<file path="config.mk">
export PLATFORM = sky130hd
export DESIGN_NAME = branch_predictor_table
export DESIGN_NICKNAME = d
export VERILOG_FILES = /design/src/rtl/branch_predictor_table.sv
export SDC_FILE = /design/constraint.sdc
export NUM_CORES = 1
export LEC_CHECK = 0
export ABC_AREA = 1
export CAP_MARGIN = 10
export CORE_MARGIN = 5
export CORE_UTILIZATION = 35
export DETAILED_ROUTE_END_ITERATION = 12
export PLACE_DENSITY = 0.64
export SETUP_SLACK_MARGIN = 0.2
export SKIP_LAST_GASP = 1
export SYNTH_ARGS = -nofsm -noshare
export SYNTH_HDL_FRONTEND = slang
export SYNTH_SLANG_ARGS = --single-unit
export TNS_END_PERCENT = 1
</file>
<file path="constraint.sdc">
create_clock -name clk -period 4.1 [get_ports clk]
set_clock_uncertainty 0.15 [all_clocks]
set_input_delay 0.82 -clock clk [delete_from_list [all_inputs] [get_ports clk]]
set_output_delay 0.82 -clock clk [all_outputs]
set_load 0.005 [all_outputs]
</file>
<file path="src/rtl/branch_predictor_table.sv">
// Branch direction predictor: a table of saturating counters indexed by the
// branch PC, optionally hashed with a non-speculative global history (gshare).
// It serves one registered prediction and one resolved-branch update per
// cycle, and keeps a saturating mispredict count.

// One table entry: a CTR_W-bit saturating up/down counter.
module bpt_ctr #(
    parameter int CTR_W = 2
) (
    input  logic clk,
    input  logic reset,
    input  logic upd_en,
    input  logic upd_taken,
    output logic ctr_msb
);
    localparam logic [CTR_W-1:0] CTR_MAX = '1;

    logic [CTR_W-1:0] ctr;

    // Count toward taken/not-taken; pin at the ends instead of wrapping.
    always_ff @(posedge clk) begin
        if (reset) begin
            ctr <= '0;
        end else if (upd_en) begin
            if (upd_taken) begin
                if (ctr != CTR_MAX) ctr <= ctr + CTR_W'(1);
            end else begin
                if (ctr != '0) ctr <= ctr - CTR_W'(1);
            end
        end
    end

    assign ctr_msb = ctr[CTR_W-1];
endmodule

module branch_predictor_table #(
    parameter int PC_W    = 8,
    parameter int INDEX_W = 4,
    parameter int CTR_W   = 2,
    parameter int HIST_W  = 4,
    parameter int MODE    = 1,
    parameter int MISS_W  = 16
) (
    input  logic              clk,
    input  logic              reset,
    input  logic              req_valid,
    input  logic [PC_W-1:0]   req_pc,
    output logic              pred_valid,
    output logic              pred_taken,
    input  logic              upd_valid,
    input  logic [PC_W-1:0]   upd_pc,
    input  logic              upd_taken,
    input  logic              upd_pred,
    output logic [MISS_W-1:0] miss_count
);
    localparam int DEPTH = 1 << INDEX_W;
    localparam logic [MISS_W-1:0] MISS_MAX = '1;

    // Resolved-branch update as seen by the table this cycle.
    typedef struct packed {
        logic               valid;
        logic [INDEX_W-1:0] idx;
        logic               taken;
        logic               miss;
    } upd_req_t;

    logic [HIST_W-1:0]  ghist;
    logic [HIST_W-1:0]  ghist_nxt;
    logic [INDEX_W-1:0] hist_ext;
    logic [INDEX_W-1:0] hash;
    logic [INDEX_W-1:0] req_idx;
    upd_req_t           upd;
    logic [DEPTH-1:0]   upd_hit;
    logic [DEPTH-1:0]   ctr_msb;
    logic [1:0]         vld_pipe;

    // History zero-extended on the MSB side to the index width.
    always_comb begin
        hist_ext = '0;
        hist_ext[HIST_W-1:0] = ghist;
    end

    generate
        if (MODE == 1) begin : g_gshare
            assign hash = hist_ext;
        end else begin : g_bimodal
            assign hash = '0;
        end
    endgenerate

    // Request and update both hash with the pre-shift history, so a same-cycle
    // request sees the table exactly as it was before this edge.
    assign req_idx   = req_pc[INDEX_W-1:0] ^ hash;
    assign upd.valid = upd_valid;
    assign upd.idx   = upd_pc[INDEX_W-1:0] ^ hash;
    assign upd.taken = upd_taken;
    assign upd.miss  = upd_pred ^ upd_taken;

    // Upper PC bits do not take part in the index.
    generate
        if (PC_W > INDEX_W) begin : g_pc_hi
            logic unused_pc_hi;
            assign unused_pc_hi = ^{req_pc[PC_W-1:INDEX_W], upd_pc[PC_W-1:INDEX_W]};
        end
    endgenerate

    // One-hot write enable for the addressed entry.
    always_comb begin
        upd_hit = '0;
        if (upd.valid) upd_hit[upd.idx] = 1'b1;
    end

    generate
        for (genvar i = 0; i < DEPTH; i++) begin : g_entry
            bpt_ctr #(.CTR_W(CTR_W)) u_ctr (
                .clk       (clk),
                .reset     (reset),
                .upd_en    (upd_hit[i]),
                .upd_taken (upd.taken),
                .ctr_msb   (ctr_msb[i])
            );
        end
    endgenerate

    // Newest outcome enters at the LSB; a 1-bit history just loads it.
    generate
        if (HIST_W == 1) begin : g_hist1
            assign ghist_nxt = upd.taken;
        end else begin : g_histn
            assign ghist_nxt = {ghist[HIST_W-2:0], upd.taken};
        end
    endgenerate

    // History advances only on resolved updates.
    always_ff @(posedge clk) begin
        if (reset) ghist <= '0;
        else if (upd.valid) ghist <= ghist_nxt;
    end

    // Saturating mispredict counter.
    always_ff @(posedge clk) begin
        if (reset) miss_count <= '0;
        else if (upd.valid && upd.miss && miss_count != MISS_MAX)
            miss_count <= miss_count + MISS_W'(1);
    end

    assign vld_pipe[0] = req_valid;

    // Registered prediction; direction holds when no request is presented.
    always_ff @(posedge clk) begin
        if (reset) begin
            vld_pipe[1] <= 1'b0;
            pred_taken  <= 1'b0;
        end else begin
            vld_pipe[1] <= vld_pipe[0];
            if (req_valid) pred_taken <= ctr_msb[req_idx];
        end
    end

    assign pred_valid = vld_pipe[1];
endmodule

</file>
==> run summary, run 1 <==
status = complete, no violations
Fmax = 390 MHz
routed wl met3 = 260 microns
Syn Area/Cell = 6.54 sq um
area share of the largest cell type after synthesis = 36.6%
top sig layer = met4
die outline height = 102 microns
switching part of the total power = 28.0%
post-route minimum period = 2570 ps
full die area = 10400 sq um
cell taking the most area after synthesis = dfxtp_1
Final nets = 504
hold slack = 333 ps
Tightest Pin Transition = 594 ps
met2 wire length = 3.49 mm
Num CTS Buffers = 5
PwrDens = 293 nW/um^2
Via density = 4.93
top-count cell post-synth = nand2_1
antenna-violating nets left = 0
Peak supply drop = 0.142 mV
critical path arrival = 2640 ps
Clock Latency Late Sink = 310 ps
RSZ-0062 raised after global routing = no
routability cong. = 0.878
slowest stage cell, crit path = clkinv_1
Max Cap Viol = 0
# Post-CTS Setup Buffers = 0
M1 wire length = 3.68 mm
hold crit path type = reg -> reg
initial core utilization = 36.0%
first-pass iteration count of the detailed router = 4
# IOs = 40
post-synthesis async set-or-reset flop share = 0%
Core Box Area = 8220 sq um
WL final = 7.55 mm
TNS Setup = 0 ps
GRT overflow = 0
hold_buf cts = 0
final setup fails = 0
Final Slew Violations = 0
fillcell total = 851
clock buffer depth = 2
delay-heaviest family, CP = buffers and inverters
Max-slew headroom = 60.2%
crit path capture type = flip-flop
Period Utilization, post-route = 62.6%
most used cell, CP = a21oi_1
Die X = 102 microns
clock-pin slew on the worst setup and hold paths = 100 ps
detailed-route via count = 2896
WP buf/inv = 3
WP data required = 4170 ps
clock power share = 31.2%
synth top area cells = dfxtp_1, nand2_1, a21oi_1, inv_1, nor2_1
Remaining DRCs = 0
P_leak = 1.20 nW
Worst Setup Start Kind = input port
Cell variety after synth = 26
DR iter-0 viols = 167
Antenna diodes = 0
highest fanout seen on the critical path = 19
post_cts resized = 0
first-pass GRT wire length = 12.5 mm
Clk Tree Root Cell = clkbuf_8
Sequential Power Share = 54.2%
NetSw = 0.000283 W
port bufs = 31
vias in the first global route = 2726
Num Clock Sinks = 54
GRT Total Usage = 14.9%
Setup CP Type = in -> reg
Synth top cells by count = nand2_1, inv_1, a21oi_1, nor2_1, dfxtp_1
syn nets = 475
Yosys reg bits = 54
DPL Wire Length = 5.60 mm
Worst path max stage delay = 510 ps
Int Pwr = 0.000727 W
antenna violations before repair = 0
CTS tree = yes
Combinational Power Share = 14.6%
Synth Warn # = 0
register area share after synthesis = 36.6%
Avg WL per Cell = 12.9 microns
H-tree lvl count = 2
layout cells sized above 1 = 3.73%
Final Hold Viols = 0
Multi-input gate area = 1580 sq um
row cnt = 33
register area = 1080 sq um
Synth Flop Type = dfxtp_1
EDFF count, synth = 0
post-synthesis cell area = 2950 sq um
Syn-to-layout area delta = 16.9%
largest net degree at the start of global routing = 33
Synth Instances = 452
worst path cell trace = clkdlybuf4s50_1, buf_4, clkinv_1, a21oi_1, a21oi_1, a211oi_1
final cells by class:
class	count	area share [%]
Clock buffer	7	2.50
Tap cell	105	3.81
Clock inverter	1	0.145
Timing Repair Buffer	35	9.86
Sequential cell	54	31.3
Multi-Input combinational cell	323	45.6
Inverter	62	6.74
cells in the final DEF, fill, tap and decap left out, drive strengths merged, types with 12 or more instances in the layout:
cell type / synthesis / layout
a211oi: 13 / 13
a21oi: 58 / 58
clkdlybuf4s50: 0 / 31
dfxtp: 54 / 54
inv: 61 / 61
nand2: 101 / 101
nand3: 29 / 29
nor2: 59 / 59
o211ai: 12 / 12
o21ai: 22 / 22
registers in the layout (all words and copies together) (netlist names):
name and count:
miss_count 16, pred_taken 1, ghist 4, g_entry.u_ctr.ctr 32, pred_valid 1
path summary, 6_finish.rpt:
check,start,endpoint,slack [ps],cells past startpoint
setup / recovery,upd_taken,g_entry[11].u_ctr.ctr[0],1530,6
hold / removal,g_entry[3].u_ctr.ctr[0],g_entry[3].u_ctr.ctr[1],330,2
setup reg to reg,miss_count[1],miss_count[7],1790,12
hold reg to reg,g_entry[3].u_ctr.ctr[0],g_entry[3].u_ctr.ctr[1],330,2
cells by family after synthesis:
family                   count (synthesis)  share of synthesized area, %
buffers and inverters                   75                          10.1
adder cells (fa/ha/maj)                  1                         0.423
AO/OA/AOI/OAI                          105                          19.9
XOR/XNOR                                15                          4.70
AND/OR/NAND/NOR                        202                          28.3
flip-flops                              54                          36.6
worst reg2reg max path, stage by stage, from the launching register on:
cell	delay, ps
dfxtp_1	420
ha_1	240
inv_1	80
nor2_1	180
inv_1	60
nor2_1	180
nand3_1	160
nand2_2	260
inv_2	200
nand2_1	100
nand2_1	50
o21ai_0	70
nor2_1	60
power groups by stage:
stage	sequential, W	clock (W)	combinational [W]
2_1_floorplan	0.000557	0	0.000101
3_3_place_gp	0.000559	0	0.000143
3_5_place_dp	0.000560	0	0.000146
5_1_grt	0.000550	0.000346	0.000165
6_report	0.000548	0.000315	0.000147
4_1_cts	0.000548	0.000326	0.000147
metrics by stage:
step / instance area [sq um] / util (%) / total power (W) / cells / setup WS, ps
after floorplan: 2950 / - / 0.000658 / 452 / 2100
after global placement: 3360 / 40.9 / 0.000702 / 579 / 1250
after detailed placement: 3360 / 40.9 / 0.000706 / 579 / 1220
after CTS: 3450 / 42.0 / 0.00102 / 587 / 1550
after global routing: 3450 / 42.0 / 0.00106 / 587 / 1340
final: 3450 / 42.0 / 0.00101 / 587 / 1530
routing by layer:
layer / track usage [%] / vias up
li1: - / 1526
met1: 20.3 / 1321
met2: 24.2 / 42
met3: 2.53 / 7
met4: 4.54 / 0
met5: 0 / -
No activity file was read; power rests on OpenSTA's default activity.
==> run 2: changes to the inputs <==
==> constraint.sdc (replaced) <==
create_clock -name clk -period 2.4 [get_ports clk]
set_clock_uncertainty 0.15 [all_clocks]
set_input_delay 0.48 -clock clk [delete_from_list [all_inputs] [get_ports clk]]
set_output_delay 0.48 -clock clk [all_outputs]
set_load 0.005 [all_outputs]
==> run summary, run 2 (synthesized netlist as in run 1, its figures left out) <==
status = complete, no violations
DPL Wire Length = 5.59 mm
GRT Total Usage = 15.0%
# IOs = 40
GRT overflow = 0
Via density = 4.95
first-pass GRT wire length = 12.7 mm
largest net degree at the start of global routing = 40
crit path capture type = flip-flop
Die X = 102 microns
most frequent cells in the layout = nand2_1, inv_1, a21oi_1, nor2_1, dfxtp_1
CTS tree = yes
Final nets = 510
Peak supply drop = 0.341 mV
WP data required = 2490 ps
number of flip-flops in the largest register = 32
die outline height = 102 microns
Clock Latency Late Sink = 310 ps
Num CTS Buffers = 5
pre-CTS WS = 110 ps
final setup fails = 0
most common cell after layout, fill and taps aside = nand2_1
Multi-input gate area = 1580 sq um
Fmax = 498 MHz
vias in the first global route = 2701
Final Hold Viols = 0
post-route minimum period = 2010 ps
Tightest Pin Transition = 459 ps
Num Clock Sinks = 54
detailed-route via count = 2929
Worst Setup Start Kind = input port
first-pass iteration count of the detailed router = 4
port bufs = 31
fin util = 43.0%
RSZ-0062 raised after global routing = no
hold slack = 334 ps
Remaining DRCs = 0
Period Utilization, post-route = 83.6%
routability cong. = 0.889
hold_buf cts = 0
hold crit path type = reg -> reg
Biggest register = g_entry.u_ctr.ctr
clock-pin slew on the worst setup and hold paths = 90 ps
antenna violations before repair = 0
layout cells sized above 1 = 5.34%
full die area = 10400 sq um
hold wc startpoint = g_entry[3].u_ctr.ctr[1]
Syn-to-layout area delta = 19.7%
biggest registers after layout = g_entry.u_ctr.ctr (32), miss_count (16), ghist (4)
RR Startpoint = miss_count[1]
Antenna diodes = 0
Final Slew Violations = 0
P_leak = 1.25 nW
Core Box Area = 8220 sq um
Avg WL per Cell = 12.6 microns
clock buffer depth = 2
PwrDens = 519 nW/um^2
row cnt = 33
TNS Setup = 0 ps
Max Cap Viol = 0
H-tree lvl count = 2
DR iter-0 viols = 153
# Post-CTS Setup Buffers = 0
WL final = 7.46 mm
fillcell total = 854
Setup CP Type = in -> reg
Clk Tree Root Cell = clkbuf_8
slack of the critical path = 394 ps
Max-slew headroom = 69.4%
post_cts resized = 0
highest fanout seen on the critical path = 4
initial core utilization = 36.0%
register area = 1080 sq um
Worst setup startpoint = upd_pc[3]
critical path arrival = 2100 ps
antenna-violating nets left = 0
==> run 2: area by class of cell <==
cell class / instances / area share (%)
Clock buffer: 6 / 2.34
Clock inverter: 1 / 0.850
Inverter: 62 / 6.58
Multi-Input combinational cell: 323 / 44.6
Sequential cell: 54 / 30.6
Tap cell: 105 / 3.72
Timing Repair Buffer: 41 / 11.3
==> run 2: path summary, 6_finish.rpt <==
kind,endpoint,slack (ps),cells past startpoint
setup reg to reg,miss_count[2],420,10
setup / recovery,g_entry[4].u_ctr.ctr[1],390,8
hold / removal,g_entry[3].u_ctr.ctr[1],330,2
hold reg to reg,g_entry[3].u_ctr.ctr[1],330,2
==> run 2: worst max-delay path: stages <==
cell,delay [ps]
clkdlybuf4s50_1,440
xnor2_1,250
inv_1,110
nor2_1,150
inv_1,80
nor2_1,290
o211ai_1,140
a21oi_1,140
==> run 2: where the power goes <==
group | switching, W | internal (W)
clock network | 0.000299 | 0.000334
registers | 0.0000207 | 0.000916
logic | 0.000161 | 0.000103
==> run 2: metal layers <==
metal,vias up,share of wire (%),GRT usage [%]
met5,-,0,0
met4,0,0.99,3.83
met3,6,3.0,2.39
met2,42,45,23.8
met1,1340,51,21.5
li1,1541,-,-
==> run 2: metrics by stage <==
| stage | total power, W | area, sq um | cells |
|---|---|---|---|
| CTS | 0.00185 | 3530 | 592 |
| global route | 0.00193 | 3530 | 592 |
| floorplan | 0.00112 | 2950 | 452 |
| detailed placement | 0.00122 | 3420 | 585 |
| global placement | 0.00121 | 3420 | 585 |
| finish | 0.00183 | 3530 | 592 |
==> run 3: changes to the inputs <==
--- a/config.mk
+++ b/config.mk
@@ -10,7 +10,7 @@
 export CORE_MARGIN = 5
 export CORE_UTILIZATION = 35
 export DETAILED_ROUTE_END_ITERATION = 12
-export PLACE_DENSITY = 0.64
+export PLACE_DENSITY = 0.66
 export SETUP_SLACK_MARGIN = 0.2
 export SKIP_LAST_GASP = 1
 export SYNTH_ARGS = -nofsm -noshare
==> constraint.sdc (replaced) <==
create_clock -name clk -period 1.65 [get_ports clk]
set_clock_uncertainty 0.15 [all_clocks]
set_input_delay 0.33 -clock clk [delete_from_list [all_inputs] [get_ports clk]]
set_output_delay 0.33 -clock clk [all_outputs]
set_load 0.005 [all_outputs]
==> run summary, run 3 (synthesized netlist as in run 1, its figures left out) <==
Biggest register = g_entry.u_ctr.ctr
clock-pin slew on the worst setup and hold paths = 90 ps
first-pass iteration count of the detailed router = 5
Final nets = 564
slack of the critical path = -0.491 ps
TNS Setup = -0.491 ps
detailed-route via count = 3206
DPL Wire Length = 6.14 mm
Worst path max stage delay = 500 ps
die outline height = 102 microns
worst path cell trace = clkdlybuf4s50_1
GRT overflow = 0
status = complete, but fails checks
Max-slew headroom = 76.2%
most common cell after layout, fill and taps aside = nand2_1
hold crit path type = reg -> reg
Max Cap Viol = 0
Num CTS Buffers = 5
Hold Path Depth = 2
GRT Total Usage = 15.9%
Core Box Area = 8220 sq um
Syn-to-layout area delta = 40.5%
WL final = 8.12 mm
Tightest Pin Transition = 354 ps
# IOs = 40
critical path arrival = 1170 ps
final setup fails = 1
biggest registers after layout = g_entry.u_ctr.ctr (32), miss_count (16), ghist (4)
Crit path depth = 1
hold slack = 327 ps
clock buffer depth = 2
Die X = 102 microns
Period Utilization, post-route = 100%
Setup CP Type = reg -> out
slowest stage cell, crit path = clkdlybuf4s50_1
H-tree lvl count = 2
RSZ-0062 raised after global routing = yes
DR iter-0 viols = 232
vias in the first global route = 3069
Clk Tree Root Cell = clkbuf_8
crit path capture type = output pin
post-route minimum period = 1650 ps
layout cells sized above 1 = 25.1%
Clock Latency Late Sink = 300 ps
initial core utilization = 36.0%
delay-heaviest family, CP = buffers and inverters
number of flip-flops in the largest register = 32
Avg WL per Cell = 12.6 microns
Reg2Reg Depth = 9
most frequent cells in the layout = nand2_1, buf_4, a21oi_1, inv_1
port bufs = 31
Peak supply drop = 0.390 mV
largest net degree at the start of global routing = 23
Final Hold Viols = 0
Via density = 4.96
CTS tree = yes
routability cong. = 0.930
row cnt = 33
Worst Setup Start Kind = flip-flop
PwrDens = 632 nW/um^2
P_leak = 1.64 nW
antenna-violating nets left = 0
Fmax = 606 MHz
Antenna diodes = 0
Num Clock Sinks = 54
WP data required = 1170 ps
antenna violations before repair = 0
full die area = 10400 sq um
first-pass GRT wire length = 13.4 mm
Remaining DRCs = 0
WP buf/inv = 1
highest fanout seen on the critical path = 5
failing checks = negative setup slack
hold_buf cts = 0
Final Slew Violations = 0
fillcell total = 793
## run 3: changes by cell type in the layout (fill, tap and decap cells not counted), moves of 5 or more
cell	previous run	this run
inv_1	60	53
dfxtp_1	53	39
nand2_1	99	93
dfxtp_2	1	10
buf_4	9	60
inv_2	1	7
clkdlybuf4s50_1	31	14
dlygate4sd2_1	0	13
nor2_4	0	10
dfxtp_4	0	5
nor2_2	3	10
nor2_1	56	39
## run 3: per-stage QoR
stage	area, sq um	instances	setup slack, ps	power (W)	util (%)
floorplan	2980	452	75.4	0.00164	-
global placement	3750	627	-378	0.00185	45.7
detailed placement	3750	627	-481	0.00186	45.7
CTS	4020	644	-26.8	0.00262	48.9
global route	4150	647	-113	0.00276	50.5
finish	4150	647	-0.491	0.00262	50.5
## run 3: layer usage
layer	GRT usage, %	share of wire (%)
met4	4.34	2.1
met1	21.0	47
met3	2.18	3.1
met2	27.1	48
met5	0	0
## run 3: worst register-to-register path: cells and delay by family, from the launching register on
family / cells / cell delay, ps
xor+xnor: 1 / 170
flops: 1 / 450
compound gates: 1 / 50
simple gates: 5 / 470
buf+inv: 2 / 220
## run 3: what timing repair did
action / 4_1_cts / 5_1_grt
gates resized for setup: 59 / 34
gates cloned: 0 / 0
pin swaps: 8 / 12
endpoints found under the setup margin: 67 / 67
buffers inserted: 9 / 3
## run 3: worst paths after layout
path | startpoint | end | slack, ps
worst max-delay path | miss_count[11] | miss_count[11] | -0.5
worst min-delay path | g_entry[3].u_ctr.ctr[0] | g_entry[3].u_ctr.ctr[1] | 330
worst max register to register | ghist[0] | g_entry[12].u_ctr.ctr[1] | 30
worst min register to register | g_entry[3].u_ctr.ctr[0] | g_entry[3].u_ctr.ctr[1] | 330
## run 3: report_power, final
part / leakage [nW] / switching, W / internal (W) / total (W)
clock: 0.0426 / 0.000417 / 0.000293 / 0.000710
combinational: 1.15 / 0.000315 / 0.000245 / 0.000560
sequential: 0.446 / 0.0000265 / 0.00133 / 0.00135
total: 1.64 / 0.000758 / 0.00186 / 0.00262
## run 3: layout make-up
| cell class | instances | area [sq um] | share of cell area (%) |
|---|---|---|---|
| Sequential cell | 54 | 1110 | 26.8 |
| Clock inverter | 2 | 8.76 | 0.211 |
| Inverter | 62 | 235 | 5.67 |
| Multi-Input combinational cell | 323 | 1790 | 43.1 |
| Timing Repair Buffer | 95 | 800 | 19.3 |
| Tap cell | 105 | 131 | 3.17 |
| Clock buffer | 6 | 72.6 | 1.75 |
==> patch: new RTL, settings of run 3 <==
Reset style: asynchronous (`reset`), changed in 4 clocked blocks.
--- a/src/rtl/branch_predictor_table.sv
+++ b/src/rtl/branch_predictor_table.sv
@@ -20,3 +20,3 @@
     // Count toward taken/not-taken; pin at the ends instead of wrapping.
-    always_ff @(posedge clk) begin
+    always_ff @(posedge clk or posedge reset) begin
         if (reset) begin
@@ -134,3 +134,3 @@
     // History advances only on resolved updates.
-    always_ff @(posedge clk) begin
+    always_ff @(posedge clk or posedge reset) begin
         if (reset) ghist <= '0;
@@ -140,3 +140,3 @@
     // Saturating mispredict counter.
-    always_ff @(posedge clk) begin
+    always_ff @(posedge clk or posedge reset) begin
         if (reset) miss_count <= '0;
@@ -149,3 +149,3 @@
     // Registered prediction; direction holds when no request is presented.
-    always_ff @(posedge clk) begin
+    always_ff @(posedge clk or posedge reset) begin
         if (reset) begin
Behaviour: differs if reset is asserted again (counterexample within 4 cycles, from zero or initial values and one cycle with reset high); with reset held inactive, the same outputs for 4 cycles.
==> patch against run 3 <==
The run still ends with setup timing left; cell count decreased by 12%; first-iteration DRC count down 45%; sequential cell count stayed put; fmax decreased by 1.5%; area after synthesis down 1.7%; worst setup slack worse by 26 ps; critical path depth increased by 5; utilization is 1.0 points lower; routed wire length decreased by 7.6%; die area down 1.5%; cell area shrank 3.0%; highest routed layer unchanged.
Power is not compared: it rests on default switching activity, and its combinational part moved more than twofold at a synthesized area within 25%.
==> patch: results (changes against run 3) <==
Critical path
  – FF-to-FF End: miss_count[13]
  – Slowest CP cell: dfrtp_1
  – Worst r2r path cells: 6 (-3)
  – Crit Path Max Fanout: 3 (-2)
  – Worst Setup SP: miss_count[1]
  – Critical Path AT: 1770 ps (+600 ps)
  – Max incr delay on CP: 400 ps (-100 ps)
  – Family with the most delay on the worst path: simple AND/OR/NAND/NOR gates
  – Worst Setup End Kind: flop

GRT
  – First-pass GRT wire length: 12,510 um (-6.3%)
  – Initial antenna violation count: 0 (unchanged)
  – Vias in the first global route: 2,685 (-13%)
  – GRT Util Overall: 15.15% (-0.70 points)
  – Largest net degree at the start of global routing: 31 (+35%)

Layout
  – Fill cell count: 726 (-8.4%)
  – Final Non-Filler Cells: 572 (-12%)
  – Nets: 489 (-13%)
  – Layout cells sized above 1: 21.84% (-3.3 points)
  – Register Area: 1359 um^2 (+22%)

Route
  – Drt pass-1 iters: 4 (-1)
  – Initial DRC count: 127 (-45%)
  – Vias: 2,791 (-13%)
  – Wirelength per Cell: 13.12 um (+4.5%)

Worst hold path
  – Hold Crit Class: in -> async

Outcome
  – Status: complete, but fails checks
  – Failing checks: setup timing

Synth
  – Synth cell types: 27 (+3.8%)
  – Cells after synthesis: 386 (-15%)
  – Most common library cells after synthesis: 98 x nand2_1, 54 x dfrtp_1, 54 x o21ai_0
  – Ys flop type: dfrtp_1
  – Synthesized Nets: 409 (-14%)
  – Largest cells by area after synthesis: dfrtp_1 47%, nand2_1 13%, o21ai_0 9.3%
  – Sequential area share after synthesis: 46.51% (+9.9 points)
  – Post-synth ARST share: 100.0% (+100 points)
  – Post-Syn Area: 2905 um^2 (-1.7%)

Clock tree
  – Worst-path clk slew: 110 ps (+20 ps)
  – H-tree lvl count: 2 (unchanged)
  – Clk Latency, worst-skew pair: just over 300 ps
  – Hold buffers post-CTS: 0 (unchanged)
  – Clock Tree Root: clkbuf_8
  – Num CTS Buffers: 5 (unchanged)

Timing
  – Final setup viols: 2 (+1)
  – Setup TNS: -38.56 ps (-38.07 ps)
  – Setup ws final: -26.00 ps (-25.51 ps)
  – Slew HR: 73.90% (-2.3 points)
  – Hold_ws: 194.1 ps (-132.6 ps)

Place
  – Number of port buffers: 31 (unchanged)
  – DP HPWL: 5305 um (-14%)
  – Placed Cells: 545 (-13%)
  – RD Place Congestion: 0.8164 (-12%)
  – Placed instance area: 3601 um^2 (-4.0%)
  – Post-place setup slack: -420.4 ps (+60.91 ps)

Power
  – Static Leakage: about 1.9 nW
## patch: how the worst min path moves through the flow
stage,start,endpoint,cells after the start
after detailed placement,pred_taken,pred_taken,2
after CTS,reset,miss_count[14],2
after global routing,reset,miss_count[14],2
final,reset,miss_count[14],2
after global placement,pred_taken,pred_taken,2
after floorplan,req_valid,pred_valid,0
## patch: repair_timing
| item | 4_1_cts | 5_1_grt |
|---|---|---|
| pin swaps | 4 | 10 |
| endpoints found under the setup margin | 67 | 66 |
| gates resized for setup | 53 | 23 |
| buffers inserted | 17 | 2 |
## patch: routing by layer
metal | track usage, % | wire length [um]
met1 | 20.23 | 3482
met2 | 25.55 | 3649
met5 | 0 | 0
met4 | 4.908 | 126
met3 | 1.869 | 247
## patch: logic make-up (layout without fill, tap and decap cells)
family                     after synthesis  in the layout  synth area share (%)
xor gates and xnor gates                23             23                 6.934
and+or+nand+nor                        183            183                 25.84
AOI/OAI and AO/OA                       78             78                 14.13
buffers and inverters                   47            128                 6.158
adders and majority gates                1              1                0.4306
DFF                                     54             54                 46.51
## patch: where the power goes
part | switching (mW) | internal, mW | total, mW | leakage [nW]
clock | 0.463 | 0.300 | 0.763 | 0.0441
combinational | 0.914 | 0.884 | 1.80 | 1.17
sequential | 0.429 | 1.81 | 2.23 | 0.659
total | 1.81 | 2.99 | 4.79 | 1.87
## patch: final cells by class
class	count	share of cell area, %
Clock buffer	5	1.709
Clock inverter	3	0.5283
Inverter	39	3.915
Multi-Input combinational cell	285	38.53
Sequential cell	54	33.75
Tap cell	105	3.263
Timing Repair Buffer	81	18.30
